### config.mk
export PLATFORM = sky130hd
export DESIGN_NAME = demux_reg_bank
export DESIGN_NICKNAME = d
export VERILOG_FILES = /design/src/rtl/demux_reg_bank.sv
export SDC_FILE = /design/constraint.sdc
export NUM_CORES = 1
export LEC_CHECK = 0
export BUFFER_PORTS_ARGS = -buffer_cell sky130_fd_sc_hd__buf_2
export CAP_MARGIN = 20
export CORE_UTILIZATION = 35
export DETAILED_ROUTE_END_ITERATION = 7
export PLACE_DENSITY = 0.65
export RECOVER_POWER = 25
export SETUP_SLACK_MARGIN = 0.02
export SLEW_MARGIN = 10
export SYNTH_ARGS = -nofsm -noshare
export SYNTH_HDL_FRONTEND = slang
export SYNTH_SLANG_ARGS = --single-unit
### constraint.sdc
create_clock -name clk -period 6.6 [get_ports clk]
set_input_delay 0.66 -clock clk [delete_from_list [all_inputs] [get_ports clk]]
set_output_delay 0.66 -clock clk [all_outputs]
set_load 0.03 [all_outputs]
### src/rtl/demux_reg_bank.sv
// demux_reg_bank: distributes an 18-bit word into eleven output registers, either by Sel or by auto-fill.
// Optional macro DEMUX_SHADOW_EN: auto-fill lands in a shadow bank copied to the outputs when the frame completes.
module demux_reg_bank (
   input  logic        clk,
   input  logic        reset,
   input  logic [17:0] DatEnt,
   input  logic        WrEn,
   input  logic [3:0]  Sel,
   input  logic        AutoMode,
   input  logic        Start,
   output logic [17:0] Dat0,
   output logic [17:0] Dat1,
   output logic [17:0] Dat2,
   output logic [17:0] Dat3,
   output logic [17:0] Dat4,
   output logic [17:0] Dat5,
   output logic [17:0] Dat6,
   output logic [17:0] Dat7,
   output logic [17:0] Dat8,
   output logic [17:0] Dat9,
   output logic [17:0] Dat10,
   output logic [3:0]  WrIdx,
   output logic        Busy,
   output logic        FrameDone,
   output logic        SelErr
);
   localparam int         N_REG    = 11;
   localparam logic [3:0] LAST_IDX = 4'd10;

   typedef enum logic {IDLE = 1'b0, FILL = 1'b1} state_t;

   state_t      state_q;
   logic [3:0]  wr_idx_q;
   logic        busy_q;
   logic        frame_done_q;
   logic        sel_err_q;

   logic        manual_wr;
   logic        fill_wr;
   logic        fill_last;

   // Start inside FILL takes priority over WrEn, so a restart cycle never writes.
   assign manual_wr = (state_q == IDLE) && !AutoMode && WrEn;
   assign fill_wr   = (state_q == FILL) && WrEn && !Start;
   assign fill_last = fill_wr && (wr_idx_q == LAST_IDX);

   always_ff @(posedge clk or posedge reset) begin
      if (reset) begin
         state_q      <= IDLE;
         wr_idx_q     <= '0;
         busy_q       <= 1'b0;
         frame_done_q <= 1'b0;
         sel_err_q    <= 1'b0;
      end else begin
         frame_done_q <= 1'b0;
         sel_err_q    <= manual_wr && (Sel > LAST_IDX);
         case (state_q)
            IDLE: begin
               if (AutoMode && Start) begin
                  state_q  <= FILL;
                  busy_q   <= 1'b1;
                  wr_idx_q <= '0;
               end
            end
            FILL: begin
               if (Start) begin
                  wr_idx_q <= '0;
               end else if (WrEn) begin
                  if (wr_idx_q == LAST_IDX) begin
                     state_q      <= IDLE;
                     busy_q       <= 1'b0;
                     wr_idx_q     <= '0;
                     frame_done_q <= 1'b1;
                  end else begin
                     wr_idx_q <= wr_idx_q + 4'd1;
                  end
               end
            end
            default: state_q <= IDLE;
         endcase
      end
   end

   logic [17:0] dat_w [N_REG];

   for (genvar gi = 0; gi < N_REG; gi++) begin : g_bank
      localparam logic [3:0] IDX = 4'(gi);
      logic [17:0] dat_q;
      logic [17:0] dat_d;
      logic        manual_hit;
      logic        fill_hit;

      // An illegal Sel can never equal a bank index, so no extra range check is needed here.
      assign manual_hit = manual_wr && (Sel == IDX);
      assign fill_hit   = fill_wr && (wr_idx_q == IDX);

`ifdef DEMUX_SHADOW_EN
      logic [17:0] shadow_q;
      logic [17:0] shadow_d;

      always_comb begin
         shadow_d = shadow_q;
         if (manual_hit || fill_hit) shadow_d = DatEnt;
         dat_d = dat_q;
         if (manual_hit) dat_d = DatEnt;
         else if (fill_last) dat_d = shadow_d;
      end

      always_ff @(posedge clk or posedge reset) begin
         if (reset) shadow_q <= '0;
         else       shadow_q <= shadow_d;
      end
`else
      always_comb begin
         dat_d = dat_q;
         if (manual_hit || fill_hit) dat_d = DatEnt;
      end
`endif

      always_ff @(posedge clk or posedge reset) begin
         if (reset) dat_q <= '0;
         else       dat_q <= dat_d;
      end

      assign dat_w[gi] = dat_q;
   end

   assign Dat0      = dat_w[0];
   assign Dat1      = dat_w[1];
   assign Dat2      = dat_w[2];
   assign Dat3      = dat_w[3];
   assign Dat4      = dat_w[4];
   assign Dat5      = dat_w[5];
   assign Dat6      = dat_w[6];
   assign Dat7      = dat_w[7];
   assign Dat8      = dat_w[8];
   assign Dat9      = dat_w[9];
   assign Dat10     = dat_w[10];
   assign WrIdx     = wr_idx_q;
   assign Busy      = busy_q;
   assign FrameDone = frame_done_q;
   assign SelErr    = sel_err_q;
endmodule

**After elaboration in Yosys (flattened, before gate mapping)**

Index checks and enable logic that the tools add are counted.

- Bits in registers: 206
- Bits in latches: 0
- Bits in writable memories: 0
- Memory bits (read-only): 0
- Input port bits: 27
- Output and inout bits: 205
- Word-level logic and storage cells: 108
- Memories: 0

- Add/subtract/negate cells: 1
- Multipliers: 0
- Divide/modulo/power cells: 0
- $lt $le $gt $ge: 1
- Eq/ne operators: 25
- Shift operators: 0
- Muxes and demuxes: 19
- Bitwise logic cells: 1
- Reductions and logical operators: 45

Operators by type and width:

| operator | number |
|---|---|
| equality test 4 x 3 -> 1 bit, second input constant | 8 |
| logical AND 1 bit | 28 |
| equality test 4 bit, second input constant | 6 |
| equality test 4 x 2 -> 1 bit, second input constant | 4 |
| two-way mux 4 bit | 4 |
| two-way mux 1 bit | 12 |
| logical OR 1 bit | 11 |
| equality test 4 x 1 -> 1 bit, second input constant | 2 |
| logical NOT 4 bit | 2 |
| one-hot mux 4 bit (2 select lines) | 1 |
| adder 4 x 1 -> 4 bit, second input constant | 1 |
| > comparator 4 bit, second input constant | 1 |
| != test 2 x 1 -> 1 bit, second input constant | 2 |
| != test 2 bit, second input constant | 2 |
| one-hot mux 1 bit (2 select lines) | 2 |
| AND reduction 4 bit | 1 |
| != test 3 bit, second input constant | 1 |
| logical NOT 1 bit | 2 |
| AND reduction 2 bit | 1 |
| NOT 1 bit | 1 |

**Depth between registers and ports, before layout**

Gate-level depths: netlist of run 1.

- Depth after elaboration: 5
- Mapped depth: 7
- Depth with buffers taken out: 4

**Least setup slack after synthesis of run 1**

No wires, ideal clock.

- Kind: input-to-reg
- Start: in AutoMode
- End: reg g_bank[4].dat_q[0] (netlist: Dat4[0])
- Setup time: 0.125 ns
- Arrival time: 2.252 ns
- Required time: 6.475 ns
- Setup slack: 4.223 ns
- Cell stages on the path: 5
- Buffers on the path: 2
- Cell sequence: or4b_1 > buf_6 > o31ai_4 > buf_12 > mux2_4

- Word-level cells in the longest chain between the ends: 5

Ends and longest elaborated chain:

| item | RTL line | source |
|---|---|---|
| start: declaration | 9 | `input logic AutoMode,` |
| logical NOT 1 bit | 43 | `assign manual_wr = (state_q == IDLE) && !AutoMode && WrEn;` |
| logical AND 1 bit (2 in series) | 43 |  |
| logical AND 1 bit | 94 | `assign manual_hit = manual_wr && (Sel == IDX);` |
| logical OR 1 bit | 116 | `if (manual_hit \|\| fill_hit) dat_d = DatEnt;` |
| end signal: assignment | 122 | `else dat_q <= dat_d;` |
| end: declaration | 88 | `logic [17:0] dat_q;` |

Every way passes these cells.
A chain may end at the register's enable or synchronous reset.

==> reports/results.ini, run 1 <==
[run_status]
outcome=finished, violations left
violations=capacitance limit, slew limit

[critical_path]
r2r_start=state_q
r2r_cells=4
worstSetupPathType=primary input to asynchronous set/reset pin
crit_required_ns=7.17
max_stage_delay_ns=2.62
rr_endpoint=Dat0[12]
critPathLaunchType=primary input
crit_family=buffers and inverters
worstSetupStartpoint=reset
path_max_fanout=107
critPathSlowestCell=clkinvlp_2
r2r_setup_slack_ns=3.79
path_cells=buf_2, clkinvlp_2, buf_4
end_kind=asynchronous set/reset pin
timing.critical_path.buf_inv=3
crit_arrival_ns=4.33

[route]
ant_nets=0
wire_per_inst_um=19.9
drc=0
finalWirelength_um=20600
vias_per_cell=4.90
drt-pass1-iter-count=4
routed-via-count=5080
drtIter0Drc=143

[finish]
synthToLayoutAreaGrowth_pct=26.9
fillers=2064
num-nets-final=761
num_antenna_cells=0
stdcell_count=1036
layout-drive-gt1-share_pct=65.4

[job]
max_cap_viol_count=1

[floorplanning]
die_h_um=154
num_rows=55
io_pins=232
die_width_um=154
initial_core_util_pct=35.7
die_area_mm2=0.0237
core_area_mm2=0.0226

[clocking]
cts_root_buf=clkbuf_16
clockBufferDepth=3
numCtsBuffers=24
clk_latency_ns=0.51
cts_resized=0
post_cts_buffers=0
hold_buffers=0
cts_tree=done
clk_pin_slew_worst_paths_ns=0.06
cts.sinks=206
ctsHtreeMaxLevel=1

[power_and_ir_drop]
leakage_uw=0.00553
seq_power_share_pct=41.5
vdd_drop_max_uv=233
switching_share_pct=31.6
p_comb_share_pct=22.7
p_per_area_mw_per_mm2=360
clkPwrFrac_pct=35.7
p_sw_uw=1170
p_int_uw=2530

[timing]
tns_ns=0
drv_slew=108
hold_violations=0
worst_pin_slew_ns=4.72
fin_ws_ns=2.84
fmax_ghz=0.266
maxSlewHeadroom_pct=-217
min_period_ns=3.76
finClkSkew_ns=0.00912
setup_violations=0
min_period_over_period_pct=56.9
rsz0062_at_grt=false

[logic_synthesis]
syn_inst=507
netlist_area_mm2=0.00809
ys_top_cells_by_count=206 x dfrtp_1, 188 x mux2_2, 21 x clkbuf_1
yosysSeqAreaShare_pct=63.7
synth_cell_types=39
synth_top_area_cell=dfrtp_1
ys.flop_type=dfrtp_1
syn_avg_cell_area_um2=16.0
synth-seq-cells=206
ys_warn_count=0
async_flop_share_pct=100
syn_nets=534
synth_edf_count=0
yosysMostFrequentCell=dfrtp_1
yosysTopAreaCellShare_pct=63.7
yosys-top-cells-area=dfrtp_1 64%, mux2_2 26%, mux2_4 1.9%

[grt]
use_met2_pct=27.5
track_usage_pct=17.4
use_met3_pct=5.67
gr-total-overflow=0
grt.busiest_layer=met2
grt_pass1_wl_um=31700
grtUsageMet1_pct=22.9
grt_max_degree=108
grt_pass1_vias=5180
antenna_found_initial=0

[placed_design]
port_buffers=231
pre_cts_ws_ns=3.45
gp_congestion=0.786
place_inst=993
dpl.hpwl_um=13900

[worst_hold_path]
hp-start=Start
worstHoldEndpoint=WrIdx[2]
hold_depth=2
hold_class=primary input to flop

[cell families after synthesis]
group           count (synthesis)  share of synthesized area, %
compound gates                 25                          2.86
buf+inv                        42                          2.77
xor+xnor                        1                         0.108
mux                           198                          28.0
simple gates                   35                          2.51
flops                         206                          63.7
[power by group through the flow]
stage               registers (uW)  logic, uW  clock network, uW
floorplan                     1910        214                  0
global placement              1550        845                  0
detailed placement            1550        849                  0
CTS                           1530        850               1360
global route                  1560        884               1410
finish                        1530        841               1320
[area by class of cell]
class / count / area [um^2] / area share, %
inverter: 3 / 12.5 / 0.122
clock inverter: 10 / 103 / 0.999
multi-input combinational: 259 / 2720 / 26.5
timing repair buffer: 240 / 1220 / 11.9
sequential: 206 / 5150 / 50.2
tap: 285 / 357 / 3.47
clock buffer: 33 / 696 / 6.77
[sequential cells by signal, summed over array words and instances (netlist names), 4 cells and up]
register	cells
Dat5	18
Dat9	18
Dat8	18
Dat4	18
Dat2	18
Dat6	18
Dat0	18
Dat1	18
WrIdx	4
Dat3	18
Dat7	18
Dat10	18
[worst reg2reg max path: cells and delay by family, from the launching register on]
kind	cells	cell delay (ns)
flip-flops	1	0.48
AND/OR/NAND/NOR	2	0.98
multiplexers	1	0.43
AO/OA/AOI/OAI	1	0.80
[cell usage in the layout, fill, tap and decap left out, drive strengths merged, types with 3 or more instances in the layout]
| cell | Yosys | final |
|---|---|---|
| buf | 18 | 240 |
| nor3 | 4 | 4 |
| nand2b | 4 | 4 |
| clkbuf | 21 | 33 |
| dfrtp | 206 | 206 |
| a21oi | 4 | 4 |
| nand2 | 6 | 6 |
| clkinv | 0 | 7 |
| nor2b | 3 | 3 |
| nor2 | 10 | 10 |
| mux2 | 198 | 198 |
| o21ai | 5 | 5 |
[through the flow]
stage / power [uW] / hold WS [ns] / area (um^2) / util, %
4_1_cts: 3740 / 0.317 / 10300 / 45.4
3_5_place_dp: 2400 / 0.487 / 9480 / 41.9
3_3_place_gp: 2390 / 0.482 / 9480 / 41.9
2_1_floorplan: 2130 / 0.594 / 8090 / -
5_1_grt: 3850 / 0.434 / 10300 / 45.4
6_report: 3700 / 0.440 / 10300 / 45.4
[routing by layer]
layer	wire (um)	vias up
li1	-	2240
met5	0	-
met1	9060	2615
met4	403	0
met3	1780	26
met2	9350	199
[worst max-delay path by stage]
stage	to	slack, ns	cells after the start
4_1_cts	Dat0[12]	3.73	4
3_3_place_gp	Dat0[7]	3.51	5
3_5_place_dp	Dat0[12]	3.45	5
2_1_floorplan	Busy	0.32	1
6_report	Dat1[13]	2.84	3
5_1_grt	Dat1[13]	2.09	3
(Power assumes the default switching activity.)
==> run 2: changes to the inputs <==
==> constraint.sdc (replaced) <==
create_clock -name clk -period 3.1 [get_ports clk]
set_input_delay 0.31 -clock clk [delete_from_list [all_inputs] [get_ports clk]]
set_output_delay 0.31 -clock clk [all_outputs]
set_load 0.03 [all_outputs]
==> reports/results.ini, run 2 (synthesized netlist as in run 1, its figures left out) <==
[timing]
min_period_over_period_pct=79.5
tns_ns=0  ; unchanged
hold_violations=0  ; unchanged
setup_violations=0  ; unchanged
maxSlewHeadroom_pct=-28.6  ; was -217%
drv_slew=35  ; was 108
finClkSkew_ns=0.00908  ; was 0.00912 ns
worst_pin_slew_ns=1.92  ; was 4.72 ns
fmax_ghz=0.406
min_period_ns=2.46
rsz0062_at_grt=false  ; unchanged

[run_status]
violations=capacitance limit, slew limit  ; unchanged
outcome=finished, violations left  ; unchanged

[power_and_ir_drop]
switching_share_pct=32.0  ; was 31.6%
p_sw_uw=2450  ; was 1170 uW
p_comb_share_pct=23.5  ; was 22.7%
p_int_uw=5210  ; was 2530 uW
clkPwrFrac_pct=33.7  ; was 35.7%
leakage_uw=0.00553  ; about the same
vdd_drop_max_uv=503  ; was 233 uV
seq_power_share_pct=42.8  ; was 41.5%
p_per_area_mw_per_mm2=746  ; was 360 mW/mm^2

[route]
drt-pass1-iter-count=4  ; unchanged
drc=0  ; unchanged
drtIter0Drc=144  ; was 143
ant_nets=0  ; unchanged
wire_per_inst_um=20.1  ; was 19.9 um
finalWirelength_um=20900  ; was 20600 um
vias_per_cell=4.93  ; was 4.90
routed-via-count=5120  ; was 5080

[placed_design]
gp_congestion=0.808  ; was 0.786
dpl.hpwl_um=14400  ; was 13900 um
port_buffers=231  ; unchanged

[grt]
grt_pass1_vias=5268  ; was 5180
track_usage_pct=17.7  ; was 17.4%
antenna_found_initial=0  ; unchanged
gr-total-overflow=0  ; unchanged
grt_max_degree=45  ; was 108
grt_pass1_wl_um=32100  ; was 31700 um

[finish]
fillers=2096  ; was 2064
seq_area_mm2=0.00515  ; unchanged
num-nets-final=767  ; was 761
fin_util_pct=45.3  ; was 45.4%
num_antenna_cells=0  ; unchanged
multiInputGateArea_mm2=0.00271  ; was 0.00272 mm^2
synthToLayoutAreaGrowth_pct=26.9  ; about the same
final_common_cell=buf_2  ; unchanged
layout-drive-gt1-share_pct=65.1  ; was 65.4%
most-common-layout-cells=231 x buf_2, 206 x dfrtp_1, 188 x mux2_2, 23 x clkbuf_16, 11 x buf_4  ; was 231 x buf_2, 206 x dfrtp_1, 188 x mux2_2, 25 x clkbuf_16, 10 x mux2_4

[clocking]
clk_latency_ns=0.49  ; was 0.51 ns
hold_buffers=0  ; unchanged
cts_resized=0  ; unchanged
numCtsBuffers=23  ; was 24
ctsHtreeMaxLevel=1  ; unchanged
clockBufferDepth=3  ; unchanged
clk_pin_slew_worst_paths_ns=0.06  ; about the same
cts_tree=done  ; unchanged
cts.sinks=206  ; unchanged
cts_root_buf=clkbuf_16  ; unchanged
post_cts_buffers=0  ; unchanged

[floorplanning]
io_pins=232  ; unchanged
die_width_um=154  ; unchanged
initial_core_util_pct=35.7  ; unchanged
die_area_mm2=0.0237  ; unchanged
num_rows=55  ; unchanged
die_h_um=154  ; unchanged
core_area_mm2=0.0226  ; unchanged

[critical_path]
critPathSlowestCell=a31oi_2  ; was clkinvlp_2
worstSetupPathType=flop to flop  ; was primary input to asynchronous set/reset pin
crit_arrival_ns=2.83  ; was 4.33 ns
path_cells=or4b_1, nor3_2, a31oi_2, buf_4, mux2_2  ; was buf_2, clkinvlp_2, buf_4
max_stage_delay_ns=0.63  ; was 2.62 ns
critPathLaunchType=flop  ; was primary input
end_kind=flop  ; was asynchronous set/reset pin
crit_required_ns=3.47  ; was 7.17 ns
path_max_fanout=11  ; was 107

[worst_hold_path]
hold_class=primary input to flop  ; unchanged

[job]
max_cap_viol_count=1  ; unchanged

run 2: cell count changes in the layout (fill, tap and decap cells not counted):
| cell | before | now |
|---|---|---|
| clkbuf_1 | 4 | 7 |
| clkbuf_8 | 4 | 1 |
| a31oi_4 | 2 | 1 |
| clkbuf_16 | 25 | 23 |
| clkinv_2 | 7 | 4 |
| buf_12 | 0 | 4 |
| a31oi_2 | 0 | 1 |
| buf_4 | 9 | 11 |
| clkbuf_2 | 0 | 1 |
run 2: cell type report:
cell class | instances | share of cell area [%]
sequential | 206 | 50.2
inverter | 3 | 0.122
clock buffer | 31 | 6.00
timing repair buffer | 247 | 12.9
tap | 285 | 3.47
multi-input combinational | 259 | 26.4
clock inverter | 7 | 0.853
run 2: per-layer routing:
| layer | global-route usage, % | part of all wire (%) | up-vias |
|---|---|---|---|
| li1 | - | - | 2260 |
| met1 | 23.2 | 44 | 2631 |
| met2 | 28.4 | 46 | 199 |
| met3 | 5.95 | 8.4 | 30 |
| met4 | 4.10 | 1.8 | 0 |
| met5 | 0 | 0 | - |
run 2: metrics by stage:
step / setup WS [ns] / hold slack, ns / power, uW / std cells / instance area [um^2]
after floorplan: 0.118 / 0.408 / 4530 / 507 / 8090
after global routing: 0.512 / 0.0977 / 7980 / 1038 / 10300
after detailed placement: 0.643 / 0.488 / 5130 / 1000 / 9580
final: 0.636 / 0.110 / 7660 / 1038 / 10300
after CTS: 0.616 / 0.0361 / 7760 / 1038 / 10300
after global placement: 0.705 / 0.482 / 5100 / 1000 / 9580
run 2: power groups by stage:
stage / sequential, uW / clock [uW] / combinational [uW]
2_1_floorplan: 4070 / 0 / 455
3_3_place_gp: 3300 / 0 / 1800
3_5_place_dp: 3320 / 0 / 1820
4_1_cts: 3270 / 2670 / 1820
5_1_grt: 3320 / 2770 / 1890
6_report: 3270 / 2580 / 1800
run 2: path summary, 6_finish.rpt:
check | depth (start not counted) | slack (ns) | startpoint | endpoint
worst min-delay path | 3 | 0.11 | AutoMode | Busy
min in group asynchronous | 2 | 0.31 | reset | Dat2[4]
worst min register to register | 1 | 0.50 | Dat10[14] | Dat10[14]
worst max register to register | 5 | 0.64 | state_q | Dat3[13]
max in group asynchronous | 3 | 1.19 | reset | Dat5[13]
worst max-delay path | 5 | 0.64 | state_q | Dat3[13]
run 2: critical path, delay by kind of cell, from the launching register on:
kind,cells,cell delay [ns]
simple gates,2,0.52
mux,1,0.36
buf+inv,1,0.32
flops,1,0.51
compound gates,1,0.63
